## config.mk

```make
export PLATFORM = sky130hd
export DESIGN_NAME = iomemory_arbiter
export DESIGN_NICKNAME = d
export VERILOG_FILES = /design/src/rtl/iomemory_arbiter.sv
export SDC_FILE = /design/constraint.sdc
export NUM_CORES = 1
export LEC_CHECK = 0
export ABC_AREA = 1
export BUFFER_PORTS_ARGS = -buffer_cell sky130_fd_sc_hd__buf_4
export CAP_MARGIN = 20
export CORE_AREA = 2 2 266 268
export CTS_CLUSTER_DIAMETER = 30
export CTS_CLUSTER_SIZE = 24
export DETAILED_ROUTE_END_ITERATION = 6
export DIE_AREA = 0 0 268 270
export SETUP_SLACK_MARGIN = 0.1
export SYNTH_ARGS = -nofsm -noshare
export SYNTH_HDL_FRONTEND = slang
export SYNTH_SLANG_ARGS = --single-unit
```

## constraint.sdc

```tcl
create_clock -name clk -period 2.4 [get_ports clk]
set_input_delay 0.36 -clock clk [delete_from_list [all_inputs] [get_ports clk]]
set_output_delay 0.36 -clock clk [all_outputs]
set_load 0.03 [all_outputs]
```

## src/rtl/iomemory_arbiter.sv

```systemverilog
// iomemory_arbiter
// Shares the single data port of the I/O memory between the scalar LSU,
// the vector LSU and the image loader. Handles one transaction at a time:
// a round-robin grant in IDLE, one ACCESS cycle on the memory buses,
// READ_LATENCY WAIT cycles for reads, then a one-cycle DONE pulse to the
// granted requester.
//
// State   | meaning
// IDLE    | no transaction; arbitrate among pending requests
// ACCESS  | address/data/write-enable presented to the memory
// WAIT    | read latency countdown; data captured on the last cycle
// DONE    | done (and err if misaligned) pulsed to the winner
//
// Ports:
//   clk, rst_n                    clock, async active-low reset
//   s_* / v_* / l_*               scalar / vector / loader request side
//   err                           rejected transaction, valid with done
//   mem_*                         iomemory data port
//   busy                          high whenever the FSM is not in IDLE
module iomemory_arbiter #(
    parameter int READ_LATENCY = 1
) (
    input  logic         clk,
    input  logic         rst_n,
    input  logic         s_req,
    input  logic         s_we,
    input  logic [31:0]  s_address,
    input  logic [31:0]  s_wdata,
    output logic         s_done,
    output logic [31:0]  s_rdata,
    input  logic         v_req,
    input  logic         v_we,
    input  logic [31:0]  v_address,
    input  logic [63:0]  v_wdata,
    output logic         v_done,
    output logic [127:0] v_rdata,
    input  logic         l_req,
    input  logic [31:0]  l_address,
    input  logic [31:0]  l_wdata,
    output logic         l_done,
    output logic         err,
    output logic         mem_write_enable,
    output logic [31:0]  mem_address,
    output logic [31:0]  mem_data_input,
    output logic [63:0]  mem_vector_input,
    input  logic [31:0]  mem_data_output,
    input  logic [127:0] mem_vector_output,
    output logic         busy
);

    typedef enum logic [1:0] {IDLE, ACCESS, WAIT, DONE} state_t;

    localparam logic [1:0] GR_S = 2'd0;
    localparam logic [1:0] GR_V = 2'd1;
    localparam logic [1:0] GR_L = 2'd2;
    localparam logic [1:0] WAIT_INIT = 2'(READ_LATENCY - 1);

    state_t       state_q, state_d;
    logic [1:0]   last_grant_q, grant_q;
    logic         we_q, err_q;
    logic [1:0]   cnt_q;
    logic [31:0]  addr_q, din_q;
    logic [63:0]  vin_q;
    logic [31:0]  s_rdata_q;
    logic [127:0] v_rdata_q;

    logic         any_req;
    logic [1:0]   win;
    logic         win_we;
    logic [31:0]  win_addr;
    logic         win_misaligned;

    assign any_req = s_req | v_req | l_req;

    // Round-robin: search starts with the requester after last_grant.
    always_comb begin
        win = GR_S;
        unique case (last_grant_q)
            GR_S: begin
                if (v_req)      win = GR_V;
                else if (l_req) win = GR_L;
                else            win = GR_S;
            end
            GR_V: begin
                if (l_req)      win = GR_L;
                else if (s_req) win = GR_S;
                else            win = GR_V;
            end
            default: begin
                if (s_req)      win = GR_S;
                else if (v_req) win = GR_V;
                else            win = GR_L;
            end
        endcase
    end

    always_comb begin
        win_we   = 1'b1;
        win_addr = l_address;
        unique case (win)
            GR_S: begin
                win_we   = s_we;
                win_addr = s_address;
            end
            GR_V: begin
                win_we   = v_we;
                win_addr = v_address;
            end
            default: begin
                win_we   = 1'b1;
                win_addr = l_address;
            end
        endcase
    end

    assign win_misaligned = (win_addr[1:0] != 2'b00);

    always_comb begin
        state_d = state_q;
        unique case (state_q)
            IDLE:   if (any_req) state_d = win_misaligned ? DONE : ACCESS;
            ACCESS: state_d = we_q ? DONE : WAIT;
            WAIT:   if (cnt_q == 2'd0) state_d = DONE;
            DONE:   state_d = IDLE;
            default: state_d = IDLE;
        endcase
    end

    always_ff @(posedge clk or negedge rst_n) begin
        if (!rst_n) begin
            state_q      <= IDLE;
            last_grant_q <= GR_L;
            grant_q      <= GR_S;
            we_q         <= 1'b0;
            err_q        <= 1'b0;
            cnt_q        <= 2'd0;
            addr_q       <= '0;
            din_q        <= '0;
            vin_q        <= '0;
            s_rdata_q    <= '0;
            v_rdata_q    <= '0;
        end else begin
            state_q <= state_d;
            unique case (state_q)
                IDLE: begin
                    if (any_req) begin
                        grant_q      <= win;
                        last_grant_q <= win;
                        we_q         <= win_we;
                        err_q        <= win_misaligned;
                        // Rejected transactions leave the memory buses untouched.
                        if (!win_misaligned) begin
                            addr_q <= win_addr;
                            din_q  <= (win == GR_S) ? s_wdata :
                                      (win == GR_L) ? l_wdata : 32'd0;
                            vin_q  <= (win == GR_V) ? v_wdata : 64'd0;
                        end
                    end
                end
                ACCESS: cnt_q <= WAIT_INIT;
                WAIT: begin
                    if (cnt_q == 2'd0) begin
                        if (grant_q == GR_S) s_rdata_q <= mem_data_output;
                        if (grant_q == GR_V) v_rdata_q <= mem_vector_output;
                    end else begin
                        cnt_q <= cnt_q - 2'd1;
                    end
                end
                default: ;
            endcase
        end
    end

    assign mem_write_enable = (state_q == ACCESS) && we_q;
    assign mem_address      = addr_q;
    assign mem_data_input   = din_q;
    assign mem_vector_input = vin_q;

    assign s_done  = (state_q == DONE) && (grant_q == GR_S);
    assign v_done  = (state_q == DONE) && (grant_q == GR_V);
    assign l_done  = (state_q == DONE) && (grant_q == GR_L);
    assign err     = (state_q == DONE) && err_q;
    assign busy    = (state_q != IDLE);
    assign s_rdata = s_rdata_q;
    assign v_rdata = v_rdata_q;

endmodule

```

==> results of run 1 <==
## per-layer routing
metal	wire length (um)	vias up
met5	41	-
met1	20000	5746
li1	-	5943
met2	24900	530
met4	1980	6
met3	4360	111
## Yosys cell counts (all sizes together) (3+ instances only)
cell type  number
inv            83
nand3          38
mux2          160
nor3            3
nor2            9
buf            54
clkbuf         13
nand2         646
o21ai          12
dfrtp         296
ha              5
## cell families after synthesis
group	count (synthesis)	synth area share, %
and+or+nand+nor	700	21.4
DFF	297	58.4
muxes	160	14.1
buffers and inverters	150	4.99
AOI/OAI and AO/OA	15	0.638
adders and majority gates	5	0.491
## per-stage QoR
stage	std cells	instance area (um2)	power (uW)	hold slack [ns]	util (%)
2_1_floorplan	1327	12700	16800	0.0644	-
3_3_place_gp	2924	19200	22800	0.402	27.6
3_5_place_dp	2924	19200	22900	0.404	27.6
4_1_cts	3223	23600	34000	0.0000418	33.9
5_1_grt	3223	23600	35500	0.00730	33.9
6_report	3223	23600	33700	0.0337	33.9
## power by group through the flow
stage               Sequential [uW]  Combinational (uW)  Clock (uW)
floorplan                     12500                4310           0
global route                   8750               15600       11200
global placement               8430               14300           0
detailed placement             8440               14500           0
CTS                            8440               14700       10900
finish                         8490               14600       10700
## critical path: stages (launching register included)
cell and delay, ns:
dfrtp_1 0.40, ha_1 0.20, inv_1 0.07, nor3_1 0.13, buf_4 0.16, buf_4 0.18
## timing repair
item                                   in CTS  in global routing
buffers inserted                            0                  0
endpoints found under the hold margin     211                  0
hold buffers                              162                  0
## state kept, by name (all words and copies together) (netlist names)
register,cells
v_rdata,128
mem_vector_input,64
mem_address,32
mem_data_input,32
s_rdata,32
cnt_q,2
last_grant_q,2
state_q,2
err_q,1
grant_q,1
we_q,1
## layout make-up
type,instances,share of cell area (%)
Inverter,83,1.32
Timing Repair Buffer,886,30.7
Multi-Input combinational cell,880,19.9
Sequential cell,297,31.6
Clock buffer,103,9.24
Tap cell,940,4.99
Clock inverter,34,2.28
## placed cells by master (no fill, tap or decap)
master         synthesis  layout
buf_4                  5     710
nand2_1              645     644
dfrtp_1              296     296
dlygate4sd3_1          0     162
mux2_2               160     160
inv_1                 82      82
clkbuf_16              0      78
nand3_1               36      34
clkinv_2               0      15
clkbuf_8               0      13
buf_12                 0      13
clkbuf_1              13      12
bufinv_16              0      11
o21ai_0               10      10
nor2_1                 7       7
ha_1                   5       5
nor3_1                 3       3
nand2_2                1       2
nand3_4                1       2
nor2_4                 2       2
or2_2                  2       2
nand3_2                1       2
nand4_1                2       2
a21oi_1                2       2
clkinv_16              0       2
clkinv_4               0       2
inv_6                  0       2
inv_2                  1       1
o21ai_2                1       1
o21ai_1                1       1
o31ai_1                1       1
inv_16                 0       1
clkinv_8               0       1
buf_8                  0       1
dfstp_2                1       1
## how the worst max path moves through the flow
stage,end,depth (start not counted)
final,v_done,5
after CTS,v_done,5
after detailed placement,mem_data_input[4]$_DFFE_PN0P_,10
after global routing,l_done,5
after floorplan,v_rdata[107]$_DFFE_PN0P_,8
after global placement,v_rdata[30]$_DFFE_PN0P_,7
==> flow_summary.toml, run 1 <==
[outcome]
status = "finished clean"

[floorplan]
rows = 97
start_util_pct = 18.3
die_area_mm2 = 0.0724
core_mm2 = 0.0695
ioPinCount = 685
die_w_um = 268
die_y_um = 270

[job]
maxCapViolCount = 0

[clocking]
max-clock-path-buffers = 3
root_buffer = "clkbuf_16"
cts_tree = "done"
worstSkewPairLatency_ns = 0.59
clock_sinks = 297
clk_pin_slew_ns = 0.04
cts_resized = 0
numCtsBuffers = 77
htreeDepth = 3

[logic_synthesis]
synth_edf_count = 0
synthTopCellsByArea = "dfrtp_1 58%, nand2_1 19%, mux2_2 14%"
synth_area_mm2 = 0.0127
synth_top_area_cell = "dfrtp_1"
async_reset_ff_share_pct = 100
postSynthAreaPerCell_um2 = 9.60
synth.distinct_cells = 25
yosysWarnings = 0
syn_nets = 1723
ys_ff_latch = 297
ys.flop_type = "dfrtp_1"
synth_top_area_share_pct = 58.1
synth_cells = 1327
ys_seq_area_share_pct = 58.4

[setup_path]
startpoint = "state_q[1]$_DFFE_PN0P_"
path_max_fanout = 5
worstPathRequired_ns = 2.04
startpoint_type = "flip-flop"
worstPathArrival_ns = 1.72
timing.rr.start = "last_grant_q[1]$_DFFE_PN1P_"
crit_type = "flip-flop to output port"
reg2reg_slack_ns = 0.33
endpoint_kind = "output port"
rr_worst_depth = 9
reg2reg_to = "mem_vector_input[5]$_DFFE_PN0P_"

[grt]
grt_max_degree = 129
antenna_found_initial = 3
grtUsageMet2_pct = 23.6
grt-ovfl-total = 0
first_global_vias = 13100
grt_use_met1_pct = 15.2
top_usage_layer = "met2"
met3_usage_pct = 4.68
grt_pass1_wl_mm = 76.1
grt_usage_pct = 13.7

[detailed_routing]
dr.pass1.iters = 5
route.detailed.drc = 0
vias = 12300
viasPerCell = 3.83
first_iter_violations = 455
avgRoutedWirePerCell_um = 15.9
wl_mm = 51.3
ant_nets = 0

[power_and_ir_drop]
p_int_uw = 20500
switching_share_pct = 39.3
power.density_mw_per_mm2 = 1430
ir_drop_uv = 740
p_clk_share_pct = 31.6
pwr-share-comb_pct = 43.2
switchingPower_uw = 13300
p_leak_uw = 0.0124
seq_power_share_pct = 25.2

[sta]
skew_ns = 0.0218
min_period_ns = 2.08
slew_viol_final = 0
finalSetupViolations = 0
setup_slack_ns = 0.321
slew_headroom_pct = 56.4
max_freq_ghz = 0.481
rsz0062_at_grt = "false"
finalCritPeriodShare_pct = 86.6
tightest_slew_ns = 0.654
hold_viol_final = 0
finalSetupTns_ns = 0

[layout]
drive_gt1_share_pct = 44.8
nFillCells = 7074
antenna_cells = 0
syn_to_final_growth_pct = 84.9
final_nets = 2621
register_area_mm2 = 0.00743
multi_input_area_mm2 = 0.00469

[place]
place.gp.congestion = 0.783
place_hpwl_mm = 36.1
portBuffers = 684
dp_slack_ns = 0.377

[min_path]
hold_end = "we_q$_DFFE_PN0P_"
hold-path-cell-count = 3
hold_class = "primary input to flip-flop"
min-delay-start = "s_we"
(Power assumes the default switching activity.)
==> inputs of run 2 (changes only) <==
--- a/config.mk
+++ b/config.mk
@@ -13,6 +13,7 @@
 export CTS_CLUSTER_SIZE = 24
 export DETAILED_ROUTE_END_ITERATION = 6
 export DIE_AREA = 0 0 268 270
+export GPL_TIMING_DRIVEN = 0
 export SETUP_SLACK_MARGIN = 0.1
 export SYNTH_ARGS = -nofsm -noshare
 export SYNTH_HDL_FRONTEND = slang
==> run 2 against run 1 <==
  * Register-to-register slack lost 0.14 ns
  * Sequential cell count stayed put
  * Clock power barely moved
==> flow_summary.toml, run 2 (same netlist as run 1, synthesis figures left out) <==
[place]
dp_slack_ns = -0.377
place.gp.congestion = 0.871
portBuffers = 684
place_hpwl_mm = 40.8

[grt]
grt_usage_pct = 14.9
grtUsageMet2_pct = 25.5
first_global_vias = 13400
antenna_found_initial = 2
grt-ovfl-total = 0
grt_pass1_wl_mm = 81.0
grt_max_degree = 108
top_usage_layer = "met2"
met3_usage_pct = 4.80
grt_use_met1_pct = 16.3

[sta]
rsz0062_at_grt = "true"
finalSetupViolations = 0
setup_slack_ns = 0.188
slew_headroom_pct = 43.5
max_freq_ghz = 0.452
hold_slack_ns = 0.0407
finalCritPeriodShare_pct = 92.2
finalSetupTns_ns = 0
skew_ns = 0.0159
slew_viol_final = 0
tightest_slew_ns = 0.848
min_period_ns = 2.21
hold_viol_final = 0

[layout]
syn_to_final_growth_pct = 84.4
multi_input_area_mm2 = 0.00468
layout_common_cells = "700 x buf_4, 645 x nand2_1, 296 x dfrtp_1"
layout_commonest_cell = "buf_4"
drive_gt1_share_pct = 45.3
final_nets = 2650
register_area_mm2 = 0.00743
fin_util_pct = 33.8
largest_reg_flops = 128
nFillCells = 7084

[setup_path]
worstPathRequired_ns = 2.92
endpoint_kind = "flip-flop"
cp_slowest_stage_delay_ns = 0.56
startpoint_type = "flip-flop"
rr_worst_depth = 9
worstPathArrival_ns = 2.73
cpMaxStageDelayCell = "clkbuf_1"
reg2reg_to = "mem_address[20]$_DFFE_PN0P_"
crit_type = "flip-flop to flip-flop"
critical_path.cell_chain = "inv_1 -> nand3_1 -> nand3_4 -> nor2_4 -> clkbuf_1 -> nand2_1 -> nand3_1 -> nand2_1 -> nand2_1"
cpMostUsedCell = "nand2_1"
path_max_fanout = 10
timing.rr.start = "last_grant_q[1]$_DFFE_PN1P_"
reg2reg_slack_ns = 0.19

[clocking]
max-clock-path-buffers = 3
root_buffer = "clkbuf_16"
cts_tree = "done"
worstSkewPairLatency_ns = 0.60
numCtsBuffers = 76
clock_sinks = 297
clk_pin_slew_ns = 0.05
htreeDepth = 3

[detailed_routing]
first_iter_violations = 440
wl_mm = 55.6
route.detailed.drc = 0
viasPerCell = 3.87
dr.pass1.iters = 6
avgRoutedWirePerCell_um = 17.1
vias = 12600
ant_nets = 0

[floorplan]
core_mm2 = 0.0695
die_w_um = 268
die_y_um = 270
start_util_pct = 18.3
rows = 97
die_area_mm2 = 0.0724
ioPinCount = 685

[outcome]
status = "finished clean"

[min_path]
min-delay-start = "mem_vector_output[96]"
hold_class = "primary input to flip-flop"
hold-path-cell-count = 2
hold_end = "v_rdata[96]$_DFFE_PN0P_"

[power_and_ir_drop]
ir_drop_uv = 699
power.density_mw_per_mm2 = 1450
p_leak_uw = 0.0124
total_power_uw = 34100

[job]
maxCapViolCount = 0
-- run 2: changes by cell type in the layout (fill, tap and decap cells not counted), sizes merged --
cell and delta:
buf +13, bufinv -1, clkbuf +22, clkdlybuf4s15 +1, clkinv -4, clkinvlp +4
diode +2, dlygate4sd3 -6, inv -1
-- run 2: how the worst max path moves through the flow --
stage | cells past startpoint | startpoint | slack, ns | endpoint
6_report | 9 | last_grant_q[1]$_DFFE_PN1P_ | 0.19 | mem_address[20]$_DFFE_PN0P_
4_1_cts | 10 | last_grant_q[1]$_DFFE_PN1P_ | 0.12 | mem_vector_input[5]$_DFFE_PN0P_
2_1_floorplan | 8 | state_q[0]$_DFFE_PN0P_ | 0.52 | v_rdata[107]$_DFFE_PN0P_
5_1_grt | 8 | state_q[0]$_DFFE_PN0P_ | 0.08 | v_rdata[23]$_DFFE_PN0P_
3_5_place_dp | 10 | last_grant_q[1]$_DFFE_PN1P_ | -0.38 | mem_vector_input[53]$_DFFE_PN0P_
3_3_place_gp | 1 | rst_n | -1.98 | mem_address[3]$_DFFE_PN0P_
-- run 2: cell type report --
| class | count | share of cell area, % |
|---|---|---|
| antenna | 2 | 0.0213 |
| buffer | 66 | 1.63 |
| clock buffer | 103 | 9.21 |
| clock inverter | 32 | 2.19 |
| inverter | 83 | 1.34 |
| multi-input combinational | 880 | 19.9 |
| sequential | 297 | 31.6 |
| tap | 940 | 5.01 |
| timing repair buffer | 850 | 29.0 |
-- run 2: routing by layer --
layer | vias up | share of wire [%]
met5 | - | 0.029
met4 | 2 | 4.5
met3 | 121 | 8.7
met2 | 562 | 48
met1 | 5890 | 39
li1 | 6012 | -
-- run 2: critical path: cells and delay by family (launching register included) --
kind | cells | cell delay (ns)
buffers and inverters | 2 | 0.64
and+or+nand+nor | 7 | 0.94
DFF | 1 | 0.55
-- run 2: what timing repair did --
action                                  CTS  global route
endpoints found under the setup margin  267           204
buffers inserted                          6             2
pin swaps                                 3             1
gates cloned                              0             0
hold buffers                            156             0
gates resized for setup                  13            27
endpoints found under the hold margin   248             0
-- run 2: report_power, final --
| part | internal [uW] | switching (uW) |
|---|---|---|
| clock | 7370 | 3220 |
| combinational | 5770 | 9200 |
| sequential | 7240 | 1280 |
-- run 2: through the flow --
step | area (um2) | instances
floorplan | 12700 | 1327
detailed placement | 19100 | 2953
finish | 23500 | 3253
global placement | 19000 | 2951
CTS | 23400 | 3250
global route | 23500 | 3252
==> inputs of run 3 (changes only) <==
--- a/config.mk
+++ b/config.mk
@@ -5,14 +5,13 @@
 export SDC_FILE = /design/constraint.sdc
 export NUM_CORES = 1
 export LEC_CHECK = 0
-export ABC_AREA = 1
 export BUFFER_PORTS_ARGS = -buffer_cell sky130_fd_sc_hd__buf_4
 export CAP_MARGIN = 20
-export CORE_AREA = 2 2 266 268
+export CORE_AREA = 2 2 263 265
 export CTS_CLUSTER_DIAMETER = 30
 export CTS_CLUSTER_SIZE = 24
 export DETAILED_ROUTE_END_ITERATION = 6
-export DIE_AREA = 0 0 268 270
+export DIE_AREA = 0 0 265 267
 export GPL_TIMING_DRIVEN = 0
 export SETUP_SLACK_MARGIN = 0.1
 export SYNTH_ARGS = -nofsm -noshare
==> run 3 against run 2 <==
  * The run now ends with negative setup slack left
  * Non-clock buffer count is 90 higher
  * Area after synthesis fell by 1.6%
  * Clock skew rose by 0.019 ns
  * Utilization is 3.0 points higher
  * Fmax shrank 8.3%
  * First-iteration DRC count up 16%
  * Final area is 6.3% higher
  * Sequential power increased by 4.3%
  * Sequential cell count unchanged
  * Combinational power grew 18%
  * Global-route usage rose by 1.0 points
  * Via count fell by 1.6%
  * Critical path type unchanged
  * Largest cell class is now non-clock buffers
  * Largest power group unchanged
  * Highest routed layer unchanged
==> flow_summary.toml, run 3 <==
[outcome]
status = "finished, violations left"
violations = "negative setup slack"

[layout]
final_nets = 2388
layout_commonest_cell = "buf_4"
stdcell_count = 2946
nFillCells = 6435
layout_common_cells = "703 x buf_4, 296 x dfrtp_1, 210 x dlygate4sd3_1"
drive_gt1_share_pct = 58.1
syn_to_final_growth_pct = 99.4
largest_reg_flops = 128

[setup_path]
crit_buf_inv = 4
cp_slowest_stage_delay_ns = 0.52
cpMostUsedCell = "buf_12"
critical_path.cell_chain = "buf_6 -> and3b_1 -> a222oi_1 -> o211ai_1 -> or2_4 -> buf_12 -> buf_16 -> buf_12 -> mux2_4"
worstPathRequired_ns = 2.86
worstPathArrival_ns = 2.87
endpoint_kind = "flip-flop"
crit_type = "flip-flop to flip-flop"
startpoint_type = "flip-flop"
path_max_fanout = 10
path_delay_family = "buffers and inverters"
cpMaxStageDelayCell = "dfstp_2"

[place]
dp_cells = 2551
place.gp.congestion = 0.904
portBuffers = 684
place_hpwl_mm = 42.9

[detailed_routing]
first_iter_violations = 510
vias = 12400
avgRoutedWirePerCell_um = 20.3
wl_mm = 59.7
ant_nets = 0
dr.pass1.iters = 4
route.detailed.drc = 0
viasPerCell = 4.20

[logic_synthesis]
synth_top_area_share_pct = 59.1
synthTopCellsByArea = "dfrtp_1 59%, mux2_2 20%, o21ai_0 5.1%"
synth_area_mm2 = 0.0125
postSynthAreaPerCell_um2 = 12.8
synth_top_area_cell = "dfrtp_1"
ys.flop_type = "dfrtp_1"
syn_nets = 1377
yosysWarnings = 0
ys_seq_area_share_pct = 59.3
synth_cells = 981
synth.distinct_cells = 40
synth_edf_count = 0
yosysMostFrequentCell = "dfrtp_1"
ys_top_cells_by_count = "296 x dfrtp_1, 219 x mux2_2, 128 x o21ai_0"
async_reset_ff_share_pct = 100
ys_ff_latch = 297

[sta]
rsz0062_at_grt = "true"
max_freq_ghz = 0.415
finalCritPeriodShare_pct = 100
slew_viol_final = 0
tightest_slew_ns = 0.673
finalSetupViolations = 6
min_period_ns = 2.41
slew_headroom_pct = 55.2
hold_slack_ns = 0.0286
skew_ns = 0.0348
setup_slack_ns = -0.0108
hold_viol_final = 0

[grt]
grt_usage_pct = 15.9
grt_max_degree = 120
grt-ovfl-total = 0
grt_pass1_wl_mm = 83.6
antenna_found_initial = 15
first_global_vias = 13600

[clocking]
worstSkewPairLatency_ns = 0.62
cts_tree = "done"
numCtsBuffers = 79
root_buffer = "clkbuf_16"
max-clock-path-buffers = 3
htreeDepth = 3
clk_pin_slew_ns = 0.04
clock_sinks = 297

[power_and_ir_drop]
p_leak_uw = 0.0119
power.density_mw_per_mm2 = 1520
ir_drop_uv = 739

[floorplan]
rows = 96
core_mm2 = 0.0680
die_w_um = 265
die_y_um = 267
die_area_mm2 = 0.0708
start_util_pct = 18.4
ioPinCount = 685

[job]
maxCapViolCount = 0

[min_path]
hold_class = "primary input to flip-flop"
[run 3: logic make-up (layout without fill, tap and decap cells)]
| logic type | Yosys count | in the layout | synth area share (%) |
|---|---|---|---|
| flops | 297 | 297 | 59.3 |
| other cells | 0 | 7 | 0 |
| fa+ha+maj | 5 | 5 | 0.499 |
| buf+inv | 82 | 1158 | 2.85 |
| compound gates | 209 | 209 | 10.7 |
| mux | 223 | 223 | 20.1 |
| simple gates | 165 | 165 | 6.51 |
[run 3: per-stage QoR]
| stage | utilization (%) | setup slack (ns) | total power (uW) | area, um2 | TNS [ns] |
|---|---|---|---|---|---|
| global route | 36.7 | -0.0848 | 39500 | 25000 | -3.14 |
| global placement | 27.6 | -1.71 | 24200 | 18800 | -591.70 |
| CTS | 36.2 | 0.00660 | 37400 | 24600 | 0 |
| detailed placement | 27.7 | -0.695 | 24500 | 18900 | -110.65 |
| finish | 36.7 | -0.0108 | 37900 | 25000 | -0.0314 |
| floorplan | - | 0.101 | 17600 | 12500 | 0 |
[run 3: worst paths after layout]
check,start,endpoint,slack (ns),depth (start not counted)
max,last_grant_q[1]$_DFFE_PN1P_,mem_data_input[27]$_DFFE_PN0P_,-0.01,9
min,v_wdata[62],mem_vector_input[62]$_DFFE_PN0P_,0.03,3
max reg2reg,last_grant_q[1]$_DFFE_PN1P_,mem_data_input[27]$_DFFE_PN0P_,-0.01,9
min reg2reg,mem_vector_input[43]$_DFFE_PN0P_,mem_vector_input[43]$_DFFE_PN0P_,0.50,2
max in group asynchronous,rst_n,mem_address[17]$_DFFE_PN0P_,1.03,3
min in group asynchronous,rst_n,v_rdata[67]$_DFFE_PN0P_,0.31,2
[run 3: layout make-up]
cell class / count / area (um2) / share of cell area [%]
plain buffers: 74 / 628 / 2.51
diodes: 7 / 17.5 / 0.0701
flip-flops and latches: 297 / 7430 / 29.8
well taps: 882 / 1100 / 4.42
inverters: 6 / 22.5 / 0.0902
repair buffers: 932 / 7810 / 31.3
clock inverters: 53 / 788 / 3.16
multi-input cells: 602 / 5100 / 20.4
clock buffers: 93 / 2080 / 8.32
[run 3: metal layers]
layer / GRT usage, % / share of wire (%) / up-vias / wire (um)
li1: - / - / 5606 / -
met1: 16.2 / 35 / 5967 / 21100
met2: 27.3 / 50 / 620 / 29700
met3: 6.02 / 8.9 / 176 / 5320
met4: 10.7 / 5.9 / 14 / 3520
met5: 0 / 0.17 / - / 99
[run 3: repair_timing]
action                                 4_1_cts  5_1_grt
setup endpoints to repair                  281      193
buffers inserted                            16        8
hold buffers                               210        0
cloned                                       5        5
pin swaps                                   13       13
endpoints found under the hold margin      271        0
gates resized for setup                    182      146
[run 3: where the power goes]
group          switching, uW  internal [uW]  total [uW]
registers               1480           7410        8890
logic                  10100           7630       17700
clock network           3420           7830       11300
[run 3: tightest hold or removal path, delay by kind of cell]
| kind | cells | cell delay (ns) |
|---|---|---|
| simple gates | 1 | 0.06 |
| compound gates | 1 | 0.05 |
| buf+inv | 1 | 0.12 |
